===== src/rtl/hazard_pkg.sv =====
// Shared types and constants for the hazard sequencer.
//   state_t       : sequencer FSM states
//   REG_W_DEFAULT : default register-index width
//   X0            : index of the hard-wired zero register
package hazard_pkg;

    localparam int unsigned REG_W_DEFAULT = 5;
    localparam int unsigned X0            = 0;

    typedef enum logic [1:0] {
        RUN,
        LU_STALL,
        HOLD
    } state_t;

endpackage


===== src/rtl/hazard_sequencer_sat_counter.sv =====
// Saturating up-counter with synchronous clear.
//   i_clk, i_rst_n : clock, async active-low reset
//   i_inc          : count enable
//   i_clr          : synchronous clear, wins over i_inc
//   o_q            : count value, sticks at all-ones
module sat_counter #(
    parameter int unsigned W = 16
) (
    input  logic         i_clk,
    input  logic         i_rst_n,
    input  logic         i_inc,
    input  logic         i_clr,
    output logic [W-1:0] o_q
);

    logic [W-1:0] r_q;

    always_ff @(posedge i_clk or negedge i_rst_n) begin
        if (!i_rst_n) begin
            r_q <= '0;
        end else if (i_clr) begin
            r_q <= '0;
        end else if (i_inc && (r_q != {W{1'b1}})) begin
            r_q <= r_q + 1'b1;
        end
    end

    assign o_q = r_q;

endmodule


===== src/rtl/hazard_sequencer.sv =====
// Pipeline stall/flush sequencer for a 5-stage RISC-V core.
// Resolves branches in EX, inserts load-use bubbles and freezes the front-end
// on data-memory holds; counts stall cycles and taken-branch flushes.
//   i_clk, i_rst_n                      : clock, async active-low reset
//   i_branch_e, i_zero_e, i_jump_e      : EX-stage branch resolution inputs
//   i_memread_e, i_rd_e                 : EX-stage load and its destination
//   i_rs1_d, i_rs2_d                    : ID-stage sources
//   i_hold_req                          : data-memory wait
//   i_cnt_clr                           : synchronous clear of both counters
//   o_pc_src_e                          : take branch/jump target
//   o_stall_f/d/e, o_flush_d/e          : pipeline register enables/clears
//   o_stall_cnt, o_flush_cnt            : saturating performance counters
module hazard_sequencer #(
    parameter int unsigned LU_BUBBLES = 1,
    parameter int unsigned CNT_W      = 16,
    parameter int unsigned REG_W      = hazard_pkg::REG_W_DEFAULT
) (
    input  logic             i_clk,
    input  logic             i_rst_n,
    input  logic             i_branch_e,
    input  logic             i_zero_e,
    input  logic             i_jump_e,
    input  logic             i_memread_e,
    input  logic [REG_W-1:0] i_rd_e,
    input  logic [REG_W-1:0] i_rs1_d,
    input  logic [REG_W-1:0] i_rs2_d,
    input  logic             i_hold_req,
    input  logic             i_cnt_clr,
    output logic             o_pc_src_e,
    output logic             o_stall_f,
    output logic             o_stall_d,
    output logic             o_stall_e,
    output logic             o_flush_d,
    output logic             o_flush_e,
    output logic [CNT_W-1:0] o_stall_cnt,
    output logic [CNT_W-1:0] o_flush_cnt
);
    import hazard_pkg::*;

    localparam int unsigned      BUB_W    = 3;
    localparam logic [BUB_W-1:0] BUB_LOAD = BUB_W'(LU_BUBBLES - 1);

    state_t           r_state, w_state_d, r_ret, w_ret_d, w_cur;
    logic [BUB_W-1:0] r_bub, w_bub_d;
    logic             w_taken, w_lu_hit;
    logic             w_pc_src, w_stall_f, w_stall_d, w_stall_e, w_flush_d, w_flush_e;

    assign w_taken  = (i_branch_e & i_zero_e) | i_jump_e;
    assign w_lu_hit = i_memread_e & (i_rd_e != REG_W'(X0)) &
                      ((i_rd_e == i_rs1_d) | (i_rd_e == i_rs2_d));

    // Leaving HOLD behaves as the saved state in the same cycle.
    always_comb begin
        if (r_state == HOLD && !i_hold_req) begin
            w_cur = r_ret;
        end else begin
            w_cur = r_state;
        end
    end

    always_comb begin
        w_state_d = w_cur;
        w_ret_d   = r_ret;
        w_bub_d   = r_bub;
        w_pc_src  = 1'b0;
        w_stall_f = 1'b0;
        w_stall_d = 1'b0;
        w_stall_e = 1'b0;
        w_flush_d = 1'b0;
        w_flush_e = 1'b0;
        unique case (w_cur)
            RUN: begin
                if (i_hold_req) begin
                    {w_stall_f, w_stall_d, w_stall_e} = 3'b111;
                    w_state_d = HOLD;
                    w_ret_d   = RUN;
                end else if (w_taken) begin
                    // Any lu_hit is moot: the dependent instruction is flushed.
                    {w_pc_src, w_flush_d, w_flush_e} = 3'b111;
                end else if (w_lu_hit) begin
                    {w_stall_f, w_stall_d, w_flush_e} = 3'b111;
                    if (LU_BUBBLES > 1) begin
                        w_bub_d   = BUB_LOAD;
                        w_state_d = LU_STALL;
                    end
                end
            end
            LU_STALL: begin
                if (i_hold_req) begin
                    {w_stall_f, w_stall_d, w_stall_e} = 3'b111;
                    w_state_d = HOLD;
                    w_ret_d   = LU_STALL;
                end else begin
                    // Load already left EX; taken cannot be real here.
                    {w_stall_f, w_stall_d, w_flush_e} = 3'b111;
                    w_bub_d = r_bub - 1'b1;
                    if (r_bub == BUB_W'(1)) begin
                        w_state_d = RUN;
                    end
                end
            end
            HOLD: begin
                {w_stall_f, w_stall_d, w_stall_e} = 3'b111;
            end
            default: begin
                w_state_d = RUN;
            end
        endcase
    end

    always_ff @(posedge i_clk or negedge i_rst_n) begin
        if (!i_rst_n) begin
            r_state <= RUN;
            r_ret   <= RUN;
            r_bub   <= '0;
        end else begin
            r_state <= w_state_d;
            r_ret   <= w_ret_d;
            r_bub   <= w_bub_d;
        end
    end

    // Force every control output low while reset is asserted.
    assign o_pc_src_e = i_rst_n & w_pc_src;
    assign o_stall_f  = i_rst_n & w_stall_f;
    assign o_stall_d  = i_rst_n & w_stall_d;
    assign o_stall_e  = i_rst_n & w_stall_e;
    assign o_flush_d  = i_rst_n & w_flush_d;
    assign o_flush_e  = i_rst_n & w_flush_e;

    sat_counter #(.W(CNT_W)) u_stall_cnt (
        .i_clk   (i_clk),
        .i_rst_n (i_rst_n),
        .i_inc   (o_stall_f),
        .i_clr   (i_cnt_clr),
        .o_q     (o_stall_cnt)
    );

    sat_counter #(.W(CNT_W)) u_flush_cnt (
        .i_clk   (i_clk),
        .i_rst_n (i_rst_n),
        .i_inc   (o_pc_src_e),
        .i_clr   (i_cnt_clr),
        .o_q     (o_flush_cnt)
    );

endmodule


===== config.mk =====
export PLATFORM = sky130hd
export DESIGN_NAME = hazard_sequencer
export DESIGN_NICKNAME = d
export VERILOG_FILES = /design/src/rtl/hazard_pkg.sv /design/src/rtl/hazard_sequencer_sat_counter.sv /design/src/rtl/hazard_sequencer.sv
export SDC_FILE = /design/constraint.sdc
export NUM_CORES = 1
export LEC_CHECK = 0
export CORE_UTILIZATION = 48
export DETAILED_ROUTE_END_ITERATION = 8
export PLACE_DENSITY = 0.81
export RECOVER_POWER = 100
export SLEW_MARGIN = 40
export SYNTH_ARGS = -nofsm -noshare
export SYNTH_HDL_FRONTEND = slang
export SYNTH_SLANG_ARGS = --single-unit

===== constraint.sdc =====
create_clock -name i_clk -period 2.7 [get_ports i_clk]
set_clock_uncertainty 0.2 [all_clocks]
set_input_delay 0.27 -clock i_clk [delete_from_list [all_inputs] [get_ports i_clk]]
set_output_delay 0.27 -clock i_clk [all_outputs]
set_load 0.01 [all_outputs]

# Word-level counts from Yosys, hierarchy flattened
# Cells that the tools add are included.
dict set report classes {
  add_sub_neg 3
  n_eq_ne 10
  n_mux 25
  bitwise 10
  n_reduce_logical 13
}
# op count
set op_table {}
lappend op_table {{two-way mux 16 bit} 4}
lappend op_table {{adder 16 x 1 -> 16 bit (second input constant)} 2}
lappend op_table {{!= test 16 bit (second input constant)} 2}
lappend op_table {{two-way mux 2 bit} 6}
lappend op_table {{equality test 5 bit} 2}
lappend op_table {{two-way mux 1 bit} 10}
lappend op_table {{AND 1 bit} 7}
lappend op_table {{case mux 1 bit (2 select lines)} 3}
lappend op_table {{case mux 2 bit (3 select lines)} 1}
lappend op_table {{nonzero test 2 bit} 3}
lappend op_table {{nonzero test 5 bit} 1}
lappend op_table {{equality test 2 bit (second input constant)} 2}
lappend op_table {{!= test 2 bit (second input constant)} 2}
lappend op_table {{case mux 2 bit (2 select lines)} 1}
lappend op_table {{OR reduction 2 bit} 2}
lappend op_table {{equality test 3 x 1 -> 1 bit (second input constant)} 1}
lappend op_table {{logical AND 1 bit} 3}
lappend op_table {{AND reduction 3 bit} 1}
lappend op_table {{subtractor 3 x 1 -> 3 bit (second input constant)} 1}
lappend op_table {{equality test 2 x 1 -> 1 bit (second input constant)} 1}
lappend op_table {{zero test 2 bit} 1}
lappend op_table {{OR 1 bit} 2}
lappend op_table {{AND reduction 2 bit} 1}
lappend op_table {{zero test 1 bit} 1}
lappend op_table {{inverter 1 bit} 1}
dict set report totals {
  ff_bits 39
  inputBits 23
  wordCells 66
}

# Longest topological paths before layout
# Gate-level depths: netlist of run 1.
dict set report logic_depth {
  ltp_word 11
  ltp_mapped 11
}

# Cells and area by module
# Synthesis of run 1 repeated with hierarchy kept, for this count alone.
dict set report unflattened {
  hier_cells 263
  area_unflattened_um2 2438.6
}
# mod n_inst cells_each area_each_um2 seq_area_each_um2
set by_module_without_submodules {}
lappend by_module_without_submodules {sat_counter 2 98 942.2 400.4}
lappend by_module_without_submodules {hazard_sequencer 1 67 554.3 150.1}

# Worst setup path before layout of run 1
# Ideal clock, no wire load.
dict set report synth_timing {
  kind {flip-flop to flip-flop}
  from {register r_state[1]}
  to {register u_stall_cnt.r_q[13] (netlist: u_stall_cnt.o_q[13])}
  arrival_time_ns 2.214
  required_time_ns 2.422
  path_slack_ns 0.208
  path_stages_with_launch 9
  path_buffers 0
  synth_period_minus_slack_ns 2.492
  path_cell_list {dfrtp_1 -> a31oi_1 -> inv_1 -> ha_1 -> nand4b_1 -> a211o_1 -> o21ba_4 -> or4_1 -> a21oi_1}
}
dict set report synth_between {
  elab_chain_cells 9
  word_cells_on_any_way 11
}
# item line_no
set synth_lines {}
lappend synth_lines {{start, declared} hazard_sequencer.sv:43} ;# state_t r_state, w_state_d, r_ret, w_ret_d, w_cur;
lappend synth_lines {{start signal, assigned} hazard_sequencer.sv:117} ;# r_state <= w_state_d;
lappend synth_lines {{equality test 2 bit} hazard_sequencer.sv:54} ;# if (r_state == HOLD && !i_hold_req) begin
lappend synth_lines {{logical AND 1 bit} hazard_sequencer.sv:54}
lappend synth_lines {{two-way mux 2 bit (*)} hazard_sequencer.sv:54}
lappend synth_lines {{equality test 2 x 1 -> 1 bit or equality test 2 bit (tied branches)} hazard_sequencer.sv:71} ;# unique case (w_cur)
lappend synth_lines {{OR reduction 2 bit (no source line)} --}
lappend synth_lines {{case mux 1 bit (2 select lines) (*)} hazard_sequencer.sv:71}
lappend synth_lines {{AND 1 bit (*)} hazard_sequencer.sv:125} ;# assign o_stall_f = i_rst_n & w_stall_f;
lappend synth_lines {{logical AND 1 bit (*)} hazard_sequencer_sat_counter.sv:23} ;# end else if (i_inc && (r_q != {W{1'b1}})) begin
lappend synth_lines {{nonzero test 2 bit (no source line) (*)} --}
lappend synth_lines {{end signal, assigned} hazard_sequencer_sat_counter.sv:24} ;# r_q <= r_q + 1'b1;
lappend synth_lines {{end, declared} hazard_sequencer_sat_counter.sv:16} ;# logic [W-1:0] r_q;
# Mark *: on every way between the ends. The rest lies on a longest branch, timed or not.
# A chain may end at the register's enable or synchronous reset.

# Worst setup path after layout of run 1
dict set report layout_timing {
  from {register r_state[0]}
  to {output o_stall_d}
}
dict set report layout_between {
  elab_chain_cells 7
  word_cells_on_any_way 9
}
# item line_no
set layout_lines {}
lappend layout_lines {{equality test 2 bit} hazard_sequencer.sv:54}
lappend layout_lines {{logical AND 1 bit} hazard_sequencer.sv:54}
lappend layout_lines {{two-way mux 2 bit (*)} hazard_sequencer.sv:54}
lappend layout_lines {{equality test 2 x 1 -> 1 bit or equality test 2 bit (tied branches)} hazard_sequencer.sv:71}
lappend layout_lines {{OR reduction 2 bit (no source line)} --}
lappend layout_lines {{case mux 1 bit (2 select lines) (*)} hazard_sequencer.sv:71}
lappend layout_lines {{AND 1 bit (*)} hazard_sequencer.sv:126} ;# assign o_stall_d = i_rst_n & w_stall_d;
lappend layout_lines {{end, declared} hazard_sequencer.sv:31} ;# output logic o_stall_d,
# Marks and branches as above.

==> results of run 1 <==
-- cell usage after synthesis, types with 2 or more instances --
cell type  number  area, um2
xor2_1         20        175
a211o_1         2       17.5
nor4_1          2       12.5
buf_6           2       22.5
dfrtp_1        38        951
or3_1           8       50.1
ha_1            8        100
nand2_1        21       78.8
o21ai_1         6       30.0
o31ai_1         8       60.1
nor2_1         26       97.6
nand3_1        11       55.1
nand4_1         8       50.1
a21oi_1        18       90.1
xnor2_1         8       70.1
nor3_1         11       55.1
or4_1           7       52.6
nor4b_2         2       30.0
clkbuf_1        4       15.0
buf_4           2       15.0
o21ai_0         4       20.0
inv_1          11       41.3
-- logic make-up after synthesis --
group,share of synthesized area
AO/OA/AOI/OAI,0.122
adder cells (fa/ha/maj),0.0447
buffers and inverters,0.0452
flip-flops,0.424
multiplexers,0.00949
AND/OR/NAND/NOR,0.245
XOR/XNOR,0.109
-- worst max-delay path by stage --
stage / from / slack, ns / end
after global routing: r_state[0] / -0.03 / o_stall_f
after floorplan: r_state[1] / 0.21 / u_stall_cnt.o_q[13]
final: r_state[0] / 0.05 / o_stall_d
after detailed placement: i_hold_req / -0.46 / u_stall_cnt.o_q[3]
after global placement: i_hold_req / -0.36 / u_stall_cnt.o_q[4]
after CTS: r_ret[0] / 0.01 / o_pc_src_e
-- power by group --
part | internal (W) | total (W) | switching [W]
registers | 0.000573 | 0.000578 | 0.00000511
logic | 0.0000875 | 0.000171 | 0.0000837
clock network | 0.000394 | 0.000595 | 0.000201
-- metal layers --
| layer | global-route usage | routed length (um) | vias up | share of wire |
|---|---|---|---|---|
| li1 | - | - | 1044 | - |
| met1 | 0.307 | 2500 | 1030 | 0.41 |
| met2 | 0.392 | 3040 | 82 | 0.50 |
| met3 | 0.0505 | 417 | 16 | 0.068 |
| met4 | 0.0733 | 134 | 0 | 0.022 |
| met5 | 0 | 0 | - | 0 |
-- timing repair --
| item | 4_1_cts | 5_1_grt |
|---|---|---|
| setup endpoints to repair | 19 | 10 |
| hold endpoints to repair | 38 | 0 |
| resized for setup | 11 | 17 |
| cloned | 0 | 2 |
| hold buffers | 1 | 0 |
| pin swaps | 1 | 9 |
| setup buffers | 1 | 4 |
-- area by class of cell --
| cell class | instances | area [um2] |
|---|---|---|
| multi-input cells | 188 | 1280 |
| fillers | 303 | 1120 |
| flip-flops and latches | 38 | 953 |
| repair buffers | 88 | 803 |
| clock buffers | 6 | 82.6 |
| well taps | 52 | 65.1 |
| clock inverters | 2 | 60.1 |
| inverters | 12 | 45.0 |
-- cell usage in the layout, fill, tap and decap left out, types with 2 or more instances in the layout --
cell type        count
o31ai_1              8
nand3_1             11
dlygate4sd2_1        5
buf_6                2
inv_1                9
a211o_1              2
o21ai_0              3
nand4_1              8
nor2_1              26
clkbuf_4             3
inv_2                3
ha_4                 2
or3_1                7
a21oi_1             16
or4_1                7
bufinv_16            2
xor2_1              20
buf_4               20
nor4_1               2
nand2_1             21
nor3_1              11
o21ai_1              6
dfrtp_2              2
dlygate4sd3_1       33
clkbuf_1             3
ha_1                 6
o21ba_2              2
a21oi_2              3
clkdlybuf4s50_1     19
dfrtp_1             36
clkbuf_8             6
xnor2_1              8
-- worst register-to-register path, delay by kind of cell (launching register included) --
kind | cells | cell delay, ns
AOI/OAI and AO/OA | 4 | 1.00
and+or+nand+nor | 2 | 0.67
buffers and inverters | 1 | 0.09
adders and majority gates | 1 | 0.17
DFF | 1 | 0.45
-- stage by stage --
step                TNS [ns]  power [W]   util
floorplan                  0   0.000654      -
global placement       -6.14   0.000744  0.682
detailed placement     -8.55   0.000747  0.682
CTS                        0    0.00134  0.721
global route          -0.105    0.00139  0.745
finish                     0    0.00134  0.745
-- state kept, by name, indices dropped and copies added (netlist names) --
| name | flops |
|---|---|
| r_bub | 3 |
| r_ret | 1 |
| r_state | 2 |
| u_flush_cnt.o_q | 16 |
| u_stall_cnt.o_q | 16 |
==> flow_metrics.py, run 1 <==
metrics = {
    "timing": {
        "holdWs_ns": 0.278,
        "hold_viol_final": 0,
        "tightest_slew_ns": 0.490,
        "setup_ws_ns": 0.0457,
        "max_slew_margin": 0.670,
        "setup_viol": 0,
        "period_needed_ns": 2.65,
        "maxSlewViolCount": 0,
        "finalCritPeriodShare": 0.983,
        "max_freq_mhz": 377,
    },
    "route": {
        "wl_per_cell_um": 15.8,
        "firstDrtPassIters": 4,
        "antenna_left": 0,
        "vias_per_cell": 5.63,
        "drc_errors": 0,
        "dr.first_iter.drc_count": 135,
        "dr_total_vias": 2172,
        "wl_um": 6100,
    },
    "worst_setup_path": {
        "arrival_ns": 2.18,
        "cp_slowest_cell": "dfrtp_2",
        "crit_required_ns": 2.23,
        "path_max_fanout": 3,
        "critPathLaunchType": "flip-flop",
        "r2r-start": "r_state[0]",
        "crit_path_end_kind": "output port",
        "cpLargestDelayFamily": "compound AO/OA/AOI/OAI gates",
        "path_cells": "a31oi_4 > inv_2 > ha_1 > a211o_1 > o31ai_1 > buf_4 > dlygate4sd2_1",
        "max_stage_delay_ns": 0.45,
        "crit_cells": 7,
        "r2r_cells": 8,
        "reg2reg_to": "u_stall_cnt.o_q[15]",
        "reg2reg_slack_ns": 0.05,
        "worst-path-buf-inv": 3,
        "crit_type": "flip-flop to output port",
    },
    "yosys": {
        "synthesis.nets": 276,
        "synth_edf_count": 0,
        "async_reset_ff_frac": 1.00,
        "synth_cells": 245,
        "seq_area_frac_synth": 0.424,
        "ys_ff_latch": 38,
        "synth_area_mm2": 0.00224,
        "syn_avg_cell_area_um2": 9.15,
        "yosys_warnings": 0,
        "synth_flop_cell": "dfrtp_1",
        "synth_cell_type_count": 40,
    },
    "final_layout": {
        "diodes": 0,
        "drive_gt1_frac": 0.156,
        "fin_cells": 386,
        "area_growth_pct": 46.8,
        "final_area_mm2": 0.00329,
        "nets": 364,
    },
    "placed_design": {
        "post-place-ws_ns": -0.456,
        "hpwl_um": 3910,
        "place.port_buffers": 60,
        "gp_congestion": 0.816,
        "place_inst": 370,
        "place_area_mm2": 0.00301,
    },
    "global_routing": {
        "overflow": 0,
        "grt_pass1_vias": 2006,
        "antenna_found_initial": 0,
        "grt_pass1_wl_um": 9300,
        "grt_max_degree": 40,
        "grt_usage": 0.236,
    },
    "clock_network": {
        "clockBufferDepth": 2,
        "clock_latency_ns": 0.29,
        "cts_max_level": 2,
        "cts_tree": "built",
        "clkSlewWorstSetupHoldPaths_ns": 0.07,
        "clkSinkCount": 38,
        "cts_buffers": 5,
        "root_buffer": "clkbuf_8",
    },
    "status": {
        "status": "complete, no violations",
    },
    "floorplan": {
        "core.rowCount": 24,
        "dieArea_mm2": 0.00495,
        "die_w_um": 70.3,
        "start_util": 0.508,
        "num_io_pins": 61,
        "core_mm2": 0.00441,
        "die_h_um": 70.3,
    },
    "hold_path": {
        "hp-start": "r_bub[2]",
        "hold_path.class": "flip-flop to flip-flop",
        "whs_path_depth": 1,
        "min_to": "r_bub[2]",
    },
    "power": {
        "power.density_mw_per_mm2": 409,
        "leakage_nw": 1.45,
        "ir_drop_mv": 0.305,
    },
    "job": {
        "cap_violations": 0,
    },
}
(Power assumes the default switching activity.)
==> inputs of run 2 (changes only) <==
--- a/config.mk
+++ b/config.mk
@@ -5,11 +5,13 @@
 export SDC_FILE = /design/constraint.sdc
 export NUM_CORES = 1
 export LEC_CHECK = 0
-export CORE_UTILIZATION = 48
+export CELL_PAD_IN_SITES_DETAIL_PLACEMENT = 1
+export CELL_PAD_IN_SITES_GLOBAL_PLACEMENT = 1
+export CORE_UTILIZATION = 36
 export DETAILED_ROUTE_END_ITERATION = 8
 export PLACE_DENSITY = 0.81
 export RECOVER_POWER = 100
-export SLEW_MARGIN = 40
+export SLEW_MARGIN = 20
 export SYNTH_ARGS = -nofsm -noshare
 export SYNTH_HDL_FRONTEND = slang
 export SYNTH_SLANG_ARGS = --single-unit
==> flow_metrics.py, run 2 (same netlist as run 1, synthesis figures left out) <==
metrics = {
    "status": {
        "status": "complete, but fails checks",
        "violations": "negative setup slack",
    },
    "power": {
        "ir_drop_mv": 0.213,
        "leakage_nw": 1.36,
        "power.density_mw_per_mm2": 403,
    },
    "final_layout": {
        "diodes": 0,
        "area_growth_pct": 51.3,
        "final_area_mm2": 0.00339,
        "mostFrequentLayoutCells": "clkdlybuf4s50_1 (54), dfrtp_1 (36), buf_4 (28)",
        "nets": 367,
        "drive_gt1_frac": 0.211,
        "final_common_cell": "clkdlybuf4s50_1",
    },
    "placed_design": {
        "post-place-ws_ns": -0.512,
        "hpwl_um": 4850,
        "place_area_mm2": 0.00305,
        "place.port_buffers": 60,
        "gp_congestion": 0.820,
    },
    "floorplan": {
        "num_io_pins": 61,
        "dieArea_mm2": 0.00654,
        "start_util": 0.376,
        "die_h_um": 80.9,
        "core_mm2": 0.00596,
        "die_w_um": 80.9,
        "core.rowCount": 28,
    },
    "clock_network": {
        "clockBufferDepth": 2,
        "clkSlewWorstSetupHoldPaths_ns": 0.08,
        "clock_latency_ns": 0.29,
        "root_buffer": "clkbuf_8",
        "cts_buffers": 5,
        "clkSinkCount": 38,
        "cts_max_level": 2,
        "cts_tree": "built",
    },
    "timing": {
        "max_freq_mhz": 367,
        "setup_viol": 1,
        "hold_viol_final": 0,
        "tightest_slew_ns": 0.649,
        "setup_ws_ns": -0.0216,
        "rsz0062_at_grt": "true",
        "max_slew_margin": 0.566,
        "maxSlewViolCount": 0,
        "fin_tns_setup_ns": -0.0216,
        "holdWs_ns": 0.302,
        "period_needed_ns": 2.72,
        "finalCritPeriodShare": 1.01,
    },
    "global_routing": {
        "grt_pass1_wl_um": 11000,
        "grt_max_degree": 39,
        "antenna_found_initial": 0,
        "grt_pass1_vias": 2353,
        "grt_usage": 0.218,
        "overflow": 0,
    },
    "worst_setup_path": {
        "reg2reg_to": "u_stall_cnt.o_q[15]",
        "crit_required_ns": 2.70,
        "r2r_cells": 9,
        "crit_path_end_kind": "flip-flop",
        "arrival_ns": 2.73,
        "r2r-start": "r_state[0]",
        "path_max_fanout": 7,
        "critPathLaunchType": "flip-flop",
        "reg2reg_slack_ns": -0.02,
        "crit_type": "flip-flop to flip-flop",
    },
    "hold_path": {
        "whs_path_depth": 1,
        "min_to": "r_bub[2]",
        "hp-start": "r_bub[2]",
        "hold_path.class": "flip-flop to flip-flop",
    },
    "route": {
        "wl_per_cell_um": 18.0,
        "firstDrtPassIters": 4,
        "dr.first_iter.drc_count": 93,
        "antenna_left": 0,
        "vias_per_cell": 5.48,
        "dr_total_vias": 2256,
        "wl_um": 7400,
        "drc_errors": 0,
    },
    "job": {
        "cap_violations": 0,
    },
}
## run 2: changes by cell type in the layout (fill, tap and decap cells not counted), sizes merged
cell,change
dlygate4sd2,-4
buf,+10
clkdlybuf4s15,+1
o21ba,-1
clkdlybuf4s50,+35
dlygate4sd3,-32
clkbuf,-5
clkdlybuf4s25,-1
## run 2: where the power goes
group / internal (W) / switching [W] / leakage [nW]
Combinational: 0.0000968 / 0.0000895 / 0.768
Clock: 0.000394 / 0.000208 / 0.0714
Sequential: 0.000573 / 0.00000612 / 0.525
Total: 0.00106 / 0.000303 / 1.36
## run 2: worst max path at each step
stage,from,end,slack [ns],depth (start not counted)
floorplan,r_state[1],u_stall_cnt.o_q[13],0.21,8
global placement,i_hold_req,u_stall_cnt.o_q[13],-0.35,10
detailed placement,i_hold_req,u_stall_cnt.o_q[3],-0.51,11
CTS,r_state[1],u_stall_cnt.o_q[13],0.04,8
global route,r_state[0],u_stall_cnt.o_q[15],-0.08,8
finish,r_state[0],u_stall_cnt.o_q[15],-0.02,9
## run 2: through the flow
stage / utilization / total power (W) / std cells
final: 0.569 / 0.00137 / 412
after CTS: 0.547 / 0.00136 / 407
after detailed placement: 0.512 / 0.000752 / 394
after global routing: 0.569 / 0.00142 / 412
after global placement: 0.512 / 0.000748 / 394
after floorplan: - / 0.000654 / 245
## run 2: layout make-up
class	instances	area [um2]
Clock buffer	6	82.6
Clock inverter	2	60.1
Fill cell	684	2570
Inverter	12	45.0
Multi-Input combinational cell	187	1310
Sequential cell	38	953
Tap cell	75	93.8
Timing Repair Buffer	92	847
## run 2: critical path, stage by stage, from the launching register on
cell	delay (ns)
dfrtp_2	0.46
o21ai_2	0.17
buf_4	0.14
buf_6	0.09
ha_4	0.19
a211o_1	0.32
a21oi_2	0.15
o21ba_4	0.21
or4_1	0.51
a21oi_1	0.19
## run 2: per-layer routing
metal,wire length (um),vias to the layer above,global-route usage
li1,-,1047,-
met1,3040,1154,0.259
met2,3990,49,0.397
met3,300,6,0.0427
met4,68,0,0.0589
met5,0,-,0
## run 2: what timing repair did
action	in CTS	in global routing
gates cloned	1	0
gates resized for setup	16	24
endpoints found under the hold margin	38	0
hold buffers	1	0
endpoints found under the setup margin	18	17
buffers inserted	3	5
pin swaps	3	12
